===== src/rtl/sysid_check_master_if.sv =====
// rtl/sysid_check_master_if.sv - Avalon-MM read port between the sysid check master and the sysid slave

interface sysid_check_master_if;
    logic        m_address;
    logic        m_read;
    logic        m_waitrequest;
    logic [31:0] m_readdata;

    modport master (
        output m_address,
        output m_read,
        input  m_waitrequest,
        input  m_readdata
    );

    modport slave (
        input  m_address,
        input  m_read,
        output m_waitrequest,
        output m_readdata
    );
endinterface


===== src/rtl/sysid_check_master.sv =====
// rtl/sysid_check_master.sv - reads sysid ID/timestamp words and flags mismatches or stalls

module sysid_check_master #(
    parameter logic [31:0] EXPECTED_ID  = 32'h0000_0000,
    parameter logic [31:0] EXPECTED_TS  = 32'h0000_0000,
    parameter int          READ_LATENCY = 0,
    parameter int          TIMEOUT      = 255,
    parameter bit          AUTO_START   = 1'b1
) (
    input  logic                        clock,
    input  logic                        reset,
    input  logic                        start,
    sysid_check_master_if.master        bus,
    output logic                        busy,
    output logic                        done,
    output logic                        id_ok,
    output logic                        ts_ok,
    output logic                        timeout_err,
    output logic [31:0]                 id_value,
    output logic [31:0]                 ts_value
);

    localparam logic [1:0]  LAT = 2'(READ_LATENCY);
    localparam logic [15:0] TMO = 16'(TIMEOUT);

    typedef enum logic [2:0] {
        S_IDLE,
        S_RD_ID,
        S_LAT_ID,
        S_RD_TS,
        S_LAT_TS,
        S_DONE
    } state_t;

    state_t      state;
    state_t      state_next;
    logic [15:0] stall_cnt;
    logic [15:0] stall_next;
    logic [1:0]  lat_cnt;
    logic [1:0]  lat_next;
    logic        auto_pending;
    logic        kick;
    logic        cap_id;
    logic        cap_ts;
    logic        timed_out;
    logic        rd_next;
    logic        addr_next;
    logic        busy_next;

    // Next-state decode: read issue, latency wait, capture strobes and stall timeout.
    always_comb begin
        state_next = state;
        stall_next = stall_cnt;
        lat_next   = lat_cnt;
        kick       = 1'b0;
        cap_id     = 1'b0;
        cap_ts     = 1'b0;
        timed_out  = 1'b0;

        case (state)
            S_IDLE: begin
                if (start || auto_pending) begin
                    state_next = S_RD_ID;
                    kick       = 1'b1;
                end
            end
            S_RD_ID, S_RD_TS: begin
                if (!bus.m_waitrequest) begin
                    if (LAT == 2'd0) begin
                        if (state == S_RD_ID) begin
                            cap_id     = 1'b1;
                            state_next = S_RD_TS;
                        end else begin
                            cap_ts     = 1'b1;
                            state_next = S_DONE;
                        end
                    end else begin
                        lat_next   = 2'd1;
                        state_next = (state == S_RD_ID) ? S_LAT_ID : S_LAT_TS;
                    end
                end else if (stall_cnt + 16'd1 == TMO) begin
                    timed_out  = 1'b1;
                    state_next = S_DONE;
                end else begin
                    stall_next = stall_cnt + 16'd1;
                end
            end
            S_LAT_ID: begin
                if (lat_cnt == LAT) begin
                    cap_id     = 1'b1;
                    state_next = S_RD_TS;
                end else begin
                    lat_next = lat_cnt + 2'd1;
                end
            end
            S_LAT_TS: begin
                if (lat_cnt == LAT) begin
                    cap_ts     = 1'b1;
                    state_next = S_DONE;
                end else begin
                    lat_next = lat_cnt + 2'd1;
                end
            end
            S_DONE: begin
                if (start) begin
                    state_next = S_RD_ID;
                    kick       = 1'b1;
                end
            end
            default: state_next = S_IDLE;
        endcase

        // Each read phase gets a fresh stall budget.
        if ((state_next == S_RD_ID || state_next == S_RD_TS) && state_next != state) begin
            stall_next = 16'd0;
        end

        rd_next   = (state_next == S_RD_ID) || (state_next == S_RD_TS);
        addr_next = (state_next == S_RD_TS) || (state_next == S_LAT_TS);
        busy_next = rd_next || (state_next == S_LAT_ID) || (state_next == S_LAT_TS);
    end

    // State, counters and registered outputs; bus strobes are registered from the next state.
    always_ff @(posedge clock) begin
        if (reset) begin
            state         <= S_IDLE;
            stall_cnt     <= 16'd0;
            lat_cnt       <= 2'd0;
            auto_pending  <= AUTO_START;
            bus.m_read    <= 1'b0;
            bus.m_address <= 1'b0;
            busy          <= 1'b0;
            done          <= 1'b0;
            id_ok         <= 1'b0;
            ts_ok         <= 1'b0;
            timeout_err   <= 1'b0;
            id_value      <= 32'd0;
            ts_value      <= 32'd0;
        end else begin
            state         <= state_next;
            stall_cnt     <= stall_next;
            lat_cnt       <= lat_next;
            auto_pending  <= 1'b0;
            bus.m_read    <= rd_next;
            bus.m_address <= addr_next;
            busy          <= busy_next;
            done          <= (state_next == S_DONE);
            if (cap_id) begin
                id_value <= bus.m_readdata;
            end
            if (cap_ts) begin
                ts_value <= bus.m_readdata;
                id_ok    <= (id_value == EXPECTED_ID);
                ts_ok    <= (bus.m_readdata == EXPECTED_TS);
            end
            if (kick) begin
                id_ok       <= 1'b0;
                ts_ok       <= 1'b0;
                timeout_err <= 1'b0;
            end
            if (timed_out) begin
                timeout_err <= 1'b1;
                id_ok       <= 1'b0;
                ts_ok       <= 1'b0;
            end
        end
    end

endmodule


===== src/flat_wrapper.sv =====
// flat-port wrapper written by rule: the top's interface ports become plain ports
module sysid_check_master_flat 
#(
    parameter logic [31:0] EXPECTED_ID  = 32'h0000_0000,
    parameter logic [31:0] EXPECTED_TS  = 32'h0000_0000,
    parameter int          READ_LATENCY = 0,
    parameter int          TIMEOUT      = 255,
    parameter bit          AUTO_START   = 1'b1
)
  (clock, reset, start, busy, done, id_ok, ts_ok, timeout_err, id_value, ts_value, bus_m_address, bus_m_read, bus_m_waitrequest, bus_m_readdata);
  sysid_check_master_if bus_i ();
  input  logic clock;
  input  logic reset;
  input  logic start;
  output logic busy;
  output logic done;
  output logic id_ok;
  output logic ts_ok;
  output logic timeout_err;
  output logic [31:0] id_value;
  output logic [31:0] ts_value;
  output wire logic [$bits(bus_i.m_address)-1:0] bus_m_address;
  output wire logic [$bits(bus_i.m_read)-1:0] bus_m_read;
  input wire logic [$bits(bus_i.m_waitrequest)-1:0] bus_m_waitrequest;
  input wire logic [$bits(bus_i.m_readdata)-1:0] bus_m_readdata;
  assign bus_m_address = bus_i.m_address;
  assign bus_m_read = bus_i.m_read;
  assign bus_i.m_waitrequest = bus_m_waitrequest;
  assign bus_i.m_readdata = bus_m_readdata;
  sysid_check_master #(.EXPECTED_ID(EXPECTED_ID), .EXPECTED_TS(EXPECTED_TS), .READ_LATENCY(READ_LATENCY), .TIMEOUT(TIMEOUT), .AUTO_START(AUTO_START)) u_core (.clock(clock), .reset(reset), .start(start), .bus(bus_i), .busy(busy), .done(done), .id_ok(id_ok), .ts_ok(ts_ok), .timeout_err(timeout_err), .id_value(id_value), .ts_value(ts_value));
endmodule

===== config.mk =====
export PLATFORM = sky130hd
export DESIGN_NAME = sysid_check_master_flat
export DESIGN_NICKNAME = d
export VERILOG_FILES = /design/src/rtl/sysid_check_master_if.sv /design/src/rtl/sysid_check_master.sv /design/src/flat_wrapper.sv
export SDC_FILE = /design/constraint.sdc
export NUM_CORES = 1
export LEC_CHECK = 0
export ABC_AREA = 1
export CORE_MARGIN = 2
export CORE_UTILIZATION = 30
export CTS_CLUSTER_SIZE = 14
export DETAILED_ROUTE_END_ITERATION = 6
export SLEW_MARGIN = 20
export SYNTH_ARGS = -nofsm -noshare
export SYNTH_HDL_FRONTEND = slang
export SYNTH_SLANG_ARGS = --single-unit

===== constraint.sdc =====
create_clock -name clock -period 2.06 [get_ports clock]
set_input_delay 0.412 -clock clock [delete_from_list [all_inputs] [get_ports clock]]
set_output_delay 0.412 -clock clock [all_outputs]
set_load 0.01 [all_outputs]

Word level (Yosys, flattened, before mapping). Index checks and enable logic that the tools add are counted.

Bitwise operators: 2. Add/subtract/negate cells: 2. Muxes and demuxes: 24. Reduce and logical (&&, ||, !) cells: 17. Equal/unequal tests: 12.

Operators by type and width (number): zero test 32 bit (2); two-way mux 3 bit (7); adder 16 x 1 -> 16 bit, second input constant (1); equality test 16 x 8 -> 1 bit, second input constant (1); one-hot mux 3 bit (5 select lines) (1); two-way mux 1 bit (13); equality test 3 x 2 -> 1 bit, second input constant (4); equality test 3 bit, second input constant (4); equality test 3 x 1 -> 1 bit, second input constant (2); one-hot mux 1 bit (2 select lines) (3); OR reduction 2 bit (3); logical OR 1 bit (5); zero test 3 bit (1); inequality test 3 bit (1); AND reduction 3 bit (1); OR reduction 3 bit (1); adder 2 x 1 -> 2 bit, second input constant (1); zero test 2 bit (1); inverter 1 bit (2); AND reduction 2 bit (1); nonzero test 2 bit (1); logical AND 1 bit (1).

Input port bits: 36. Logic and storage cells: 70. Output and inout port bits: 71. Register bits after elaboration: 93.

Depth between registers and ports, before layout. Gate-level depths: netlist (run 1).

Depth in word-level cells: 9. Depth in mapped cells: 18. Gate-level depth less buffers: 17.

Worst setup path after synthesis (run 1). OpenSTA, ideal clock, no wires.

Path kind: flip-flop to flip-flop. Start point: register u_core.stall_cnt[1]. End point: register u_core.stall_cnt[12]. Buffers on the path: 1. Required time: 1.943 ns. Period minus slack after synthesis: 2.049 ns. Stages on the path, launching flop included: 18. Path slack: 0.011 ns. Arrival time: 1.932 ns. Setup time: 0.117 ns. Cell sequence: dfxtp_1 ha_1 nand3_2 nor2_2 nand3_1 nand2_1 nand3_1 nor2_1 nand3_2 nand2_1 nand2_1 nand2_2 nand2_1 nand2_1 nand2_2 nand2_4 buf_12 nor2_2.

Longest elaborated chain between the ends: 9. Elaborated cells on any way between the ends: 13. Those cells by class: add/sub: 1; eq/ne: 4; mux: 3; bitwise: 1; reduce/logical: 4.

Ends and longest elaborated chain: start, declared (RTL line sysid_check_master.sv:37) `logic [15:0] stall_cnt;`; start signal, assigned (RTL line sysid_check_master.sv:141) `stall_cnt <= stall_next;`; adder 16 x 1 -> 16 bit * (RTL line sysid_check_master.sv:81, sysid_check_master.sv:85); equality test 16 x 8 -> 1 bit (RTL line sysid_check_master.sv:81) `end else if (stall_cnt + 16'd1 == TMO) begin`; two-way mux 3 bit (RTL line sysid_check_master.sv:81); two-way mux 3 bit (RTL line sysid_check_master.sv:68) `if (!bus.m_waitrequest) begin`; one-hot mux 3 bit (5 select lines) (RTL line sysid_check_master.sv:60) `case (state)`; equality test 3 x 1 -> 1 bit or equality test 3 x 2 -> 1 bit (tied branches) (RTL line sysid_check_master.sv:114) `if ((state_next == S_RD_ID || state_next == S_RD_TS) && state_next != state) begin`; logical OR 1 bit (RTL line sysid_check_master.sv:114); logical AND 1 bit (RTL line sysid_check_master.sv:114); OR reduction 2 bit (no line).

Mark *: on every way between the ends. The rest lies on a longest branch, timed or not. A chain may end at the register's enable or synchronous reset.

Worst setup path in the final report (run 1).
Start point: register u_core.stall_cnt[0]. End point: register u_core.stall_cnt[5].

The elaborated chain is that of the path after synthesis.

==> metrics.txt, run 1 <==
ys async rst share=0%; Post-synth EDFFs=0; most common cell after layout, fill and taps aside=clkdlybuf4s50_1; number of DRC markers in iteration 0=166; failing checks=setup timing; Routed WL=roughly 12 mm; Yosys top cell area share=approximately 46%; CTS hold repair buffers=0; #FFs+latches synth=slightly above 90; CP Class=reg -> reg; count of clock tree sinks=93; Netlist cell types=33; Syn Nets=596; Worst Clk Skew=approximately 7.6 ps; vias in the first global route=3973; Syn Area/Cell=7.31 um^2; DRT Pass-1 Iters=4; Crit. End Element=register; Layout Nets=a little over 700; first-pass GRT wire length=19.3 mm; WL/cell=14.0 um; status=finished with violations; arrival time worst endpoint=2370 ps; TritonCTS buffer count=9; period utilization=103%; top_reg_cell synth=dfxtp_1; RSZ-0062 raised after global routing=true; most frequent cells in the layout=106 x clkdlybuf4s50_1, 92 x nor2_1, 84 x dfxtp_1, 82 x o21ai_0, 61 x nand2_1; n_diodes=0; top post-synthesis cells by area=dfxtp_1 46%, o21ai_0 10%, nor2_1 9.5%, nand2_1 6.4%, inv_1 5.4%; vias=between 4k and 5k; I/O pins=107; crit path time final=2130 ps; Worst Slack Setup Final=-67.3 ps; Max-cap violations=0; WHS=457 ps; CTS tree=built; die height=120 um; detailed-route vias per instance=4.66; area delta synth->final=49.3%; HPWL after DPL=around 8.5 mm; Max Freq=around 0.47 GHz; Mapped Cells=557; largest net degree at the start of global routing=47; Yosys top cell by area=dfxtp_1; # H-tree levels=3; Routed Antenna Nets=0; crit path max fanout=7; initial antenna violation count=0; Site Rows=42; Worst EP required=approximately 2300 ps; final setup vio count=17; hold_sp=u_core.lat_cnt[0]; peak supply drop=0.000552 V; Core Area=13200 um^2; Slew headroom=72.3%; worst skew pair latency=340 ps; Hold Path Class=reg -> reg; PD cells=1000 nW/um^2; die span in x=120 um; CTS Buffer Depth=2; sequential area share after synthesis=45.7%; worst r2r src=u_core.stall_cnt[0]; transition time at the pin with the least slew margin=412 ps; GRT Resource Usage Total=~17%; DRC=0; layout cells sized above 1=17.7%; Initial Utilization=30.7%; Cell Area, Synth=between 4000 and 5000 um^2; port bufs=106; routability cong.=0.931; Lkg Pwr=2.39 nW; Yosys Warn Count=0; final hold viol count=0; max-slew violations=0; Worst setup startpoint=u_core.stall_cnt[0]; CP Launch Type=register; Worst-path clk slew=around 60 ps; die area=14500 um^2; gr ovfl total=0; setup tns final=-837 ps; Root Driver=clkbuf_16
==> logic make-up (layout without fill, tap and decap cells) <==
kind of cell | after synthesis | in the layout | share of synthesized area (%)
and+or+nand+nor | 248 | 248 | 28.3
AOI/OAI and AO/OA | 123 | 123 | 15.4
DFF | 93 | 93 | 45.7
buffers and inverters | 85 | 219 | 8.48
xor gates and xnor gates | 4 | 4 | 0.861
adders and majority gates | 3 | 3 | 0.922
muxes | 1 | 1 | 0.246
==> routing by layer <==
layer	track usage, %	share of wire [%]	routed length [um]
met1	20.3	44	5290
met2	26.2	47	5670
met3	6.79	7.8	943
met4	5.81	1.7	205
met5	0	0	0
==> Yosys cell counts, types with 2 or more instances <==
| cell type | instances |
|---|---|
| nor2_1 | 103 |
| dfxtp_1 | 93 |
| o21ai_0 | 83 |
| nand2_1 | 69 |
| inv_1 | 59 |
| a21oi_1 | 33 |
| clkbuf_1 | 18 |
| nor4_1 | 16 |
| nand3_1 | 15 |
| nor2_2 | 12 |
| nand4_1 | 11 |
| nand2_2 | 8 |
| nor2_4 | 5 |
| xor2_1 | 4 |
| ha_1 | 3 |
| nand3_2 | 3 |
| o21ai_1 | 3 |
| buf_2 | 2 |
| clkinv_1 | 2 |
| nor3_1 | 2 |
==> sequential cells by signal, summed over array words and instances (netlist names) <==
signal	count
u_core.id_ok	1
u_core.ts_value	32
u_core.bus.m_address	1
u_core.done	1
u_core.state	3
u_core.stall_cnt	16
u_core.lat_cnt	2
u_core.bus.m_read	1
u_core.auto_pending	1
u_core.id_value	32
u_core.busy	1
u_core.ts_ok	1
u_core.timeout_err	1
==> through the flow <==
step	worst slack (ps)	std cells	util [%]	total power, mW	area [um^2]
4_1_cts	-13.3	862	44.7	6.11	5930
3_3_place_gp	-17.9	842	41.5	4.30	5500
3_5_place_dp	-106	842	41.5	4.33	5500
5_1_grt	-186	867	45.9	6.45	6080
2_1_floorplan	11.0	557	-	3.26	4070
6_report	-67.3	867	45.9	6.10	6080
==> power by group <==
group	internal [mW]	total [mW]	switching [mW]
Clock	0.995	1.68	0.686
Combinational	1.03	2.08	1.04
Sequential	2.12	2.34	0.227
==> worst max-delay path: stages (launching register included) <==
cell and delay [ps]:
dfxtp_2 360, ha_4 180, xor2_1 220, nand2_1 80
nor2_1 130, nand3_2 100, nor2_4 140, nand3_2 100
nand2_1 90, nand2_1 60, nand2_2 80, nand2_2 50
nand2_2 60, nand2_2 60, nand2_4 120, buf_12 150
nor2_2 30
==> repair_timing <==
action / 4_1_cts / 5_1_grt
setup buffers: 5 / 5
gates cloned: 1 / 0
setup endpoints to repair: 21 / 54
pin swaps: 12 / 18
gates resized for setup: 18 / 39
==> worst paths after layout <==
kind | endpoint | slack, ps | depth (start not counted)
worst max-delay path | u_core.stall_cnt[5] | -70 | 16
worst min-delay path | u_core.lat_cnt[0] | 460 | 1
worst max register to register | u_core.stall_cnt[5] | -70 | 16
worst min register to register | u_core.lat_cnt[0] | 460 | 1
==> cell type report <==
cell class              count  area (um^2)
multi-input cells         379         2000
flip-flops and latches     93         1880
clock inverters             3         46.3
fillers                  1351         7170
well taps                 176          220
repair buffers            143         1440
inverters                  62          235
clock buffers              11          253
(Power assumes the default switching activity.)
==> inputs of run 2 (changes only) <==
--- a/config.mk
+++ b/config.mk
@@ -10,6 +10,7 @@
 export CORE_UTILIZATION = 30
 export CTS_CLUSTER_SIZE = 14
 export DETAILED_ROUTE_END_ITERATION = 6
+export PLACE_DENSITY = 0.67
 export SLEW_MARGIN = 20
 export SYNTH_ARGS = -nofsm -noshare
 export SYNTH_HDL_FRONTEND = slang
==> metrics.txt, run 2 (same netlist as run 1, synthesis figures left out) <==
status=finished with violations; layout cells sized above 1=17.3% (-0.36 points); crit path time final=2120 ps (-10.6 ps); first-pass GRT wire length=18.2 mm (-5.5%); Max Freq=0.472 GHz (+0.50%); WL/cell=13.1 um (-5.9%); Worst Slack Setup Final=-56.7 ps (+10.6 ps); R2R cell count=16 (unchanged); CTS hold repair buffers=0 (unchanged); # H-tree levels=3 (unchanged); Root Driver=clkbuf_16; Routed WL=11.4 mm (-5.6%); CP Launch Type=register; detailed-route vias per instance=4.65 (-0.20%); CTS Buffer Depth=2 (unchanged); DP Area=5530 um^2 (+0.55%); routability cong.=0.833 (-11%); Crit. End Element=register; CTS tree=built; failing checks=setup timing; RSZ-0062 raised after global routing=true; period utilization=103% (-0.51 points); Max-cap violations=0 (unchanged); TritonCTS buffer count=9 (unchanged); worst r2r src=u_core.stall_cnt[0]; PD cells=991 nW/um^2 (-1.3%); most frequent cells in the layout=106 x clkdlybuf4s50_1, 95 x nor2_1, 89 x dfxtp_1, 79 x o21ai_0, 59 x nand2_1; final hold viol count=0 (unchanged); die span in x=120 um (unchanged); port bufs=106 (unchanged); design area=6090 um^2 (+0.21%); worst setup path endpoint=u_core.stall_cnt[7]; GRT Resource Usage Total=15.5% (-1.1 points); Slew headroom=71.7% (-0.59 points); number of DRC markers in iteration 0=195 (+17%); n_diodes=0 (unchanged); DRC=0 (unchanged); initial antenna violation count=0 (unchanged); CP Class=reg -> reg; Routed Antenna Nets=0 (unchanged); R2R Setup Slk=-60 ps (about the same); Reg2Reg Capture Point=u_core.stall_cnt[7]; I/O pins=107 (unchanged); vias=4048 (+0.15%); Lkg Pwr=2.40 nW (+0.62%); largest net degree at the start of global routing=45 (-4.3%); max-slew violations=0 (unchanged); count of clock tree sinks=93 (unchanged); Worst EP required=2300 ps (about the same); crit path max fanout=5 (-2); Core Area=13200 um^2 (unchanged); Layout Nets=729 (+0.28%); area delta synth->final=49.6%; worst skew pair latency=340 ps (about the same); die area=14500 um^2 (unchanged); Initial Utilization=30.7% (unchanged); final core utilization=46.0% (+0.095 points); die height=120 um (unchanged); total power draw=6.04 mW (-1.1%); transition time at the pin with the least slew margin=421 ps (+8.71 ps); fill cell count=1307 (-3.3%); most common cell after layout, fill and taps aside=clkdlybuf4s50_1; DRT Pass-1 Iters=4 (unchanged); Largest regs=u_core.id_value (32), u_core.ts_value (32), u_core.stall_cnt (16); Site Rows=42 (unchanged); Worst-path clk slew=70 ps (about the same); final setup vio count=16 (-1); WHS=452 ps (-5.08 ps); arrival time worst endpoint=2360 ps (about the same); gr ovfl total=0 (unchanged); vias in the first global route=3851 (-3.1%); HPWL after DPL=7.86 mm (-7.2%); peak supply drop=0.000513 V (-7.0%); Worst setup startpoint=u_core.stall_cnt[0]; Worst Clk Skew=7.28 ps (-0.288 ps); Hold Path Class=reg -> reg
-- run 2: cell count changes in the layout (fill, tap and decap cells not counted), moves of 2 or more --
cell,before,now
clkbuf_8,2,0
nor2_1,92,95
o21ai_1,4,7
nor2_4,9,7
dfxtp_1,84,89
nand2_4,2,4
nand2_1,61,59
o21ai_0,82,79
inv_6,0,3
dfxtp_2,7,2
buf_4,26,28
clkinvlp_4,1,3
-- run 2: worst max-delay path, cell delays in order (launching register included) --
cell and delay (ps):
dfxtp_4 360, ha_4 160, nand3_4 100, nor2_4 160
buf_4 130, nand4_1 120, nand2_4 130, nor3_4 50
nand3_2 80, nand2_1 60, nand2_1 80, nand2_2 70
nor2_2 120, nand2_2 80, nand2_4 110, clkbuf_16 170
nor2_2 30
-- run 2: how the worst min path moves through the flow --
stage,cells past startpoint,slack (ps),endpoint,start
after floorplan,1,420,u_core.lat_cnt[0],u_core.lat_cnt[0]
after global placement,1,430,u_core.lat_cnt[0],u_core.lat_cnt[0]
after detailed placement,1,440,u_core.lat_cnt[0],u_core.lat_cnt[0]
after CTS,1,450,u_core.lat_cnt[0],u_core.lat_cnt[0]
after global routing,1,490,u_core.lat_cnt[0],u_core.lat_cnt[0]
final,1,450,u_core.lat_cnt[0],u_core.lat_cnt[0]
-- run 2: repair_timing --
action,in CTS,in global routing
setup endpoints to repair,18,21
setup buffers,3,6
hold endpoints to repair,0,0
cloned,0,1
resized for setup,14,42
pin swaps,4,15
-- run 2: layout make-up --
cell class	instances	area [um^2]	share of cell area, %
clock buffer	9	225	3.70
multi-input combinational	379	2010	33.0
inverter	62	240	3.94
timing repair buffer	145	1450	23.9
tap	176	220	3.62
sequential	93	1870	30.7
clock inverter	6	70.1	1.15
-- run 2: power breakdown --
part | internal (mW) | switching [mW] | leakage (nW)
clock | 0.943 | 0.722 | 0.135
combinational | 1.03 | 1.01 | 1.51
sequential | 2.12 | 0.221 | 0.762
total | 4.09 | 1.95 | 2.40
-- run 2: per-stage QoR --
| stage | setup TNS [ps] | std cells | setup WS [ps] |
|---|---|---|---|
| after detailed placement | -869 | 846 | -75.7 |
| final | -622 | 870 | -56.7 |
| after CTS | -171 | 864 | -25.2 |
| after global placement | -277 | 846 | -32.8 |
| after global routing | -2930 | 870 | -177 |
| after floorplan | 0 | 557 | 11.0 |
-- run 2: metal layers --
layer,GRT usage (%),part of all wire (%)
met3,5.99,7.8
met4,3.85,0.82
met1,19.0,44
met2,25.6,47
met5,0,0
==> inputs of run 3 (changes only) <==
--- a/config.mk
+++ b/config.mk
@@ -11,6 +11,7 @@
 export CTS_CLUSTER_SIZE = 14
 export DETAILED_ROUTE_END_ITERATION = 6
 export PLACE_DENSITY = 0.67
+export SKIP_CTS_REPAIR_TIMING = 1
 export SLEW_MARGIN = 20
 export SYNTH_ARGS = -nofsm -noshare
 export SYNTH_HDL_FRONTEND = slang
==> metrics.txt, run 3 (same netlist as run 1, synthesis figures left out) <==
Largest regs=u_core.id_value (32), u_core.ts_value (32), u_core.stall_cnt (16); PD cells=1000 nW/um^2 (+1.0%); Routed Antenna Nets=0 (unchanged); failing checks=setup timing; Lkg Pwr=2.37 nW (-1.6%); period utilization=104% (+0.88 points); area delta synth->final=48.0%; TritonCTS buffer count=9 (unchanged); peak supply drop=0.000513 V (about the same); Worst EP required=2290 ps (about the same); port bufs=106 (unchanged); most frequent cells in the layout=106 x clkdlybuf4s50_1, 95 x nor2_1, 87 x dfxtp_1, 81 x o21ai_0, 65 x nand2_1; final core utilization=45.5% (-0.49 points); Worst Clk Skew=7.36 ps (+0.0831 ps); most common cell after layout, fill and taps aside=clkdlybuf4s50_1; Hold Path Class=reg -> reg; slowest stage cell on the critical path=dfxtp_2; area of the multi-input gates=1960 um^2 (-2.3%); RSZ-0062 raised after global routing=true; DRC=0 (unchanged); CP Class=reg -> reg; # H-tree levels=3 (unchanged); Worst Slack Setup Final=-74.7 ps (-18.0 ps); most used cell, CP=nand2_2; WP buf/inv=3 (+1); max-slew violations=0 (unchanged); layout cells sized above 1=15.6% (-1.7 points); CP Launch Type=register; transition time at the pin with the least slew margin=426 ps (+4.77 ps); final setup vio count=16 (unchanged); CTS Buffer Depth=2 (unchanged); HPWL after DPL=7.86 mm (unchanged); Slew headroom=71.4% (-0.32 points); GRT Resource Usage Total=15.3% (-0.17 points); first-pass GRT wire length=18.0 mm (-1.1%); largest net degree at the start of global routing=45 (unchanged); R2R Setup Slk=-70 ps (-20 ps); Layout Nets=726 (-0.41%); stages on the worst setup path=18 (+2); fill cell count=1309 (+0.15%); hold_sp=u_core.lat_cnt[0]; status=finished with violations; worst r2r src=u_core.stall_cnt[1]; Max Freq=0.468 GHz (-0.84%); Hold EP=u_core.lat_cnt[0]; detailed-route vias per instance=4.66 (+0.12%); CP top delay family=simple AND/OR/NAND/NOR gates; R2R cell count=18 (+2); die area=14500 um^2 (unchanged); die span in x=120 um (unchanged); critical path's largest stage delay=360 ps (about the same); I/O pins=107 (unchanged); FF/Latch Area=1870 um^2 (unchanged); number of DRC markers in iteration 0=216 (+11%); hold depth=1 (unchanged); die height=120 um (unchanged); Core Area=13200 um^2 (unchanged); Root Driver=clkbuf_16; CTS tree=built; Max-cap violations=0 (unchanged); DP Area=5530 um^2 (unchanged); crit path max fanout=4 (-1); count of clock tree sinks=93 (unchanged); gr ovfl total=0 (unchanged); vias in the first global route=3792 (-1.5%); Routed WL=11.1 mm (-2.4%); arrival time worst endpoint=2370 ps (about the same); pre-CTS setup slack=-75.7 ps (unchanged); final hold viol count=0 (unchanged); Site Rows=42 (unchanged); Initial Utilization=30.7% (unchanged); vias=4039 (-0.22%); design area=6020 um^2 (-1.1%); routability cong.=0.833 (unchanged); worst skew pair latency=340 ps (about the same); Worst-path clk slew=60 ps (about the same); DRT Pass-1 Iters=6 (+2); Reg2Reg Capture Point=u_core.stall_cnt[5]; Crit. End Element=register; crit path time final=2130 ps (+18.0 ps); n_diodes=0 (unchanged); worst-path cell chain=buf_6 -> nand2_4 -> nor2_4 -> buf_6 -> nand3_1 -> nand2_1 -> nand2_2 -> nor3_4 -> nand3_2 -> nand2_1 -> nand2_1 -> nand2_2 -> nand2_2 -> nand2_2 -> nand2_2 -> nand2_4 -> clkbuf_16 -> nor2_2; initial antenna violation count=0 (unchanged); WL/cell=12.9 um (-2.1%)
run 3: per-layer routing:
metal | vias to the layer above | global-route usage (%) | wire, um
met5 | - | 0 | 0
met4 | 0 | 3.85 | 92
met3 | 9 | 5.85 | 895
met2 | 101 | 25.1 | 5170
met1 | 1859 | 18.9 | 4990
li1 | 2070 | - | -
run 3: power by group:
group / total, mW / internal, mW / switching (mW)
clock network: 1.66 / 0.943 / 0.719
registers: 2.34 / 2.12 / 0.220
logic: 2.03 / 1.02 / 1.01
run 3: area by class of cell:
class / count / share of cell area, %
multi-input combinational: 379 / 32.6
sequential: 93 / 31.1
timing repair buffer: 142 / 23.8
inverter: 62 / 3.99
clock buffer: 9 / 3.74
tap: 176 / 3.66
clock inverter: 6 / 1.16
run 3: stage by stage:
step	setup TNS, ps	hold WS (ps)	std cells	power (mW)
6_report	-973	452	867	6.03
5_1_grt	-4130	493	867	6.39
4_1_cts	-1760	452	861	6.00
3_5_place_dp	-869	444	846	4.31
3_3_place_gp	-277	434	846	4.31
2_1_floorplan	0	422	557	3.26
run 3: worst max path at each step:
stage / start / to / slack (ps)
final: u_core.stall_cnt[1] / u_core.stall_cnt[5] / -70
after global routing: u_core.stall_cnt[1] / u_core.stall_cnt[4] / -240
after CTS: u_core.stall_cnt[0] / u_core.stall_cnt[11] / -140
after detailed placement: u_core.stall_cnt[1] / u_core.stall_cnt[11] / -80
after global placement: u_core.stall_cnt[2] / u_core.stall_cnt[10] / -30
after floorplan: u_core.stall_cnt[1] / u_core.stall_cnt[12] / 10
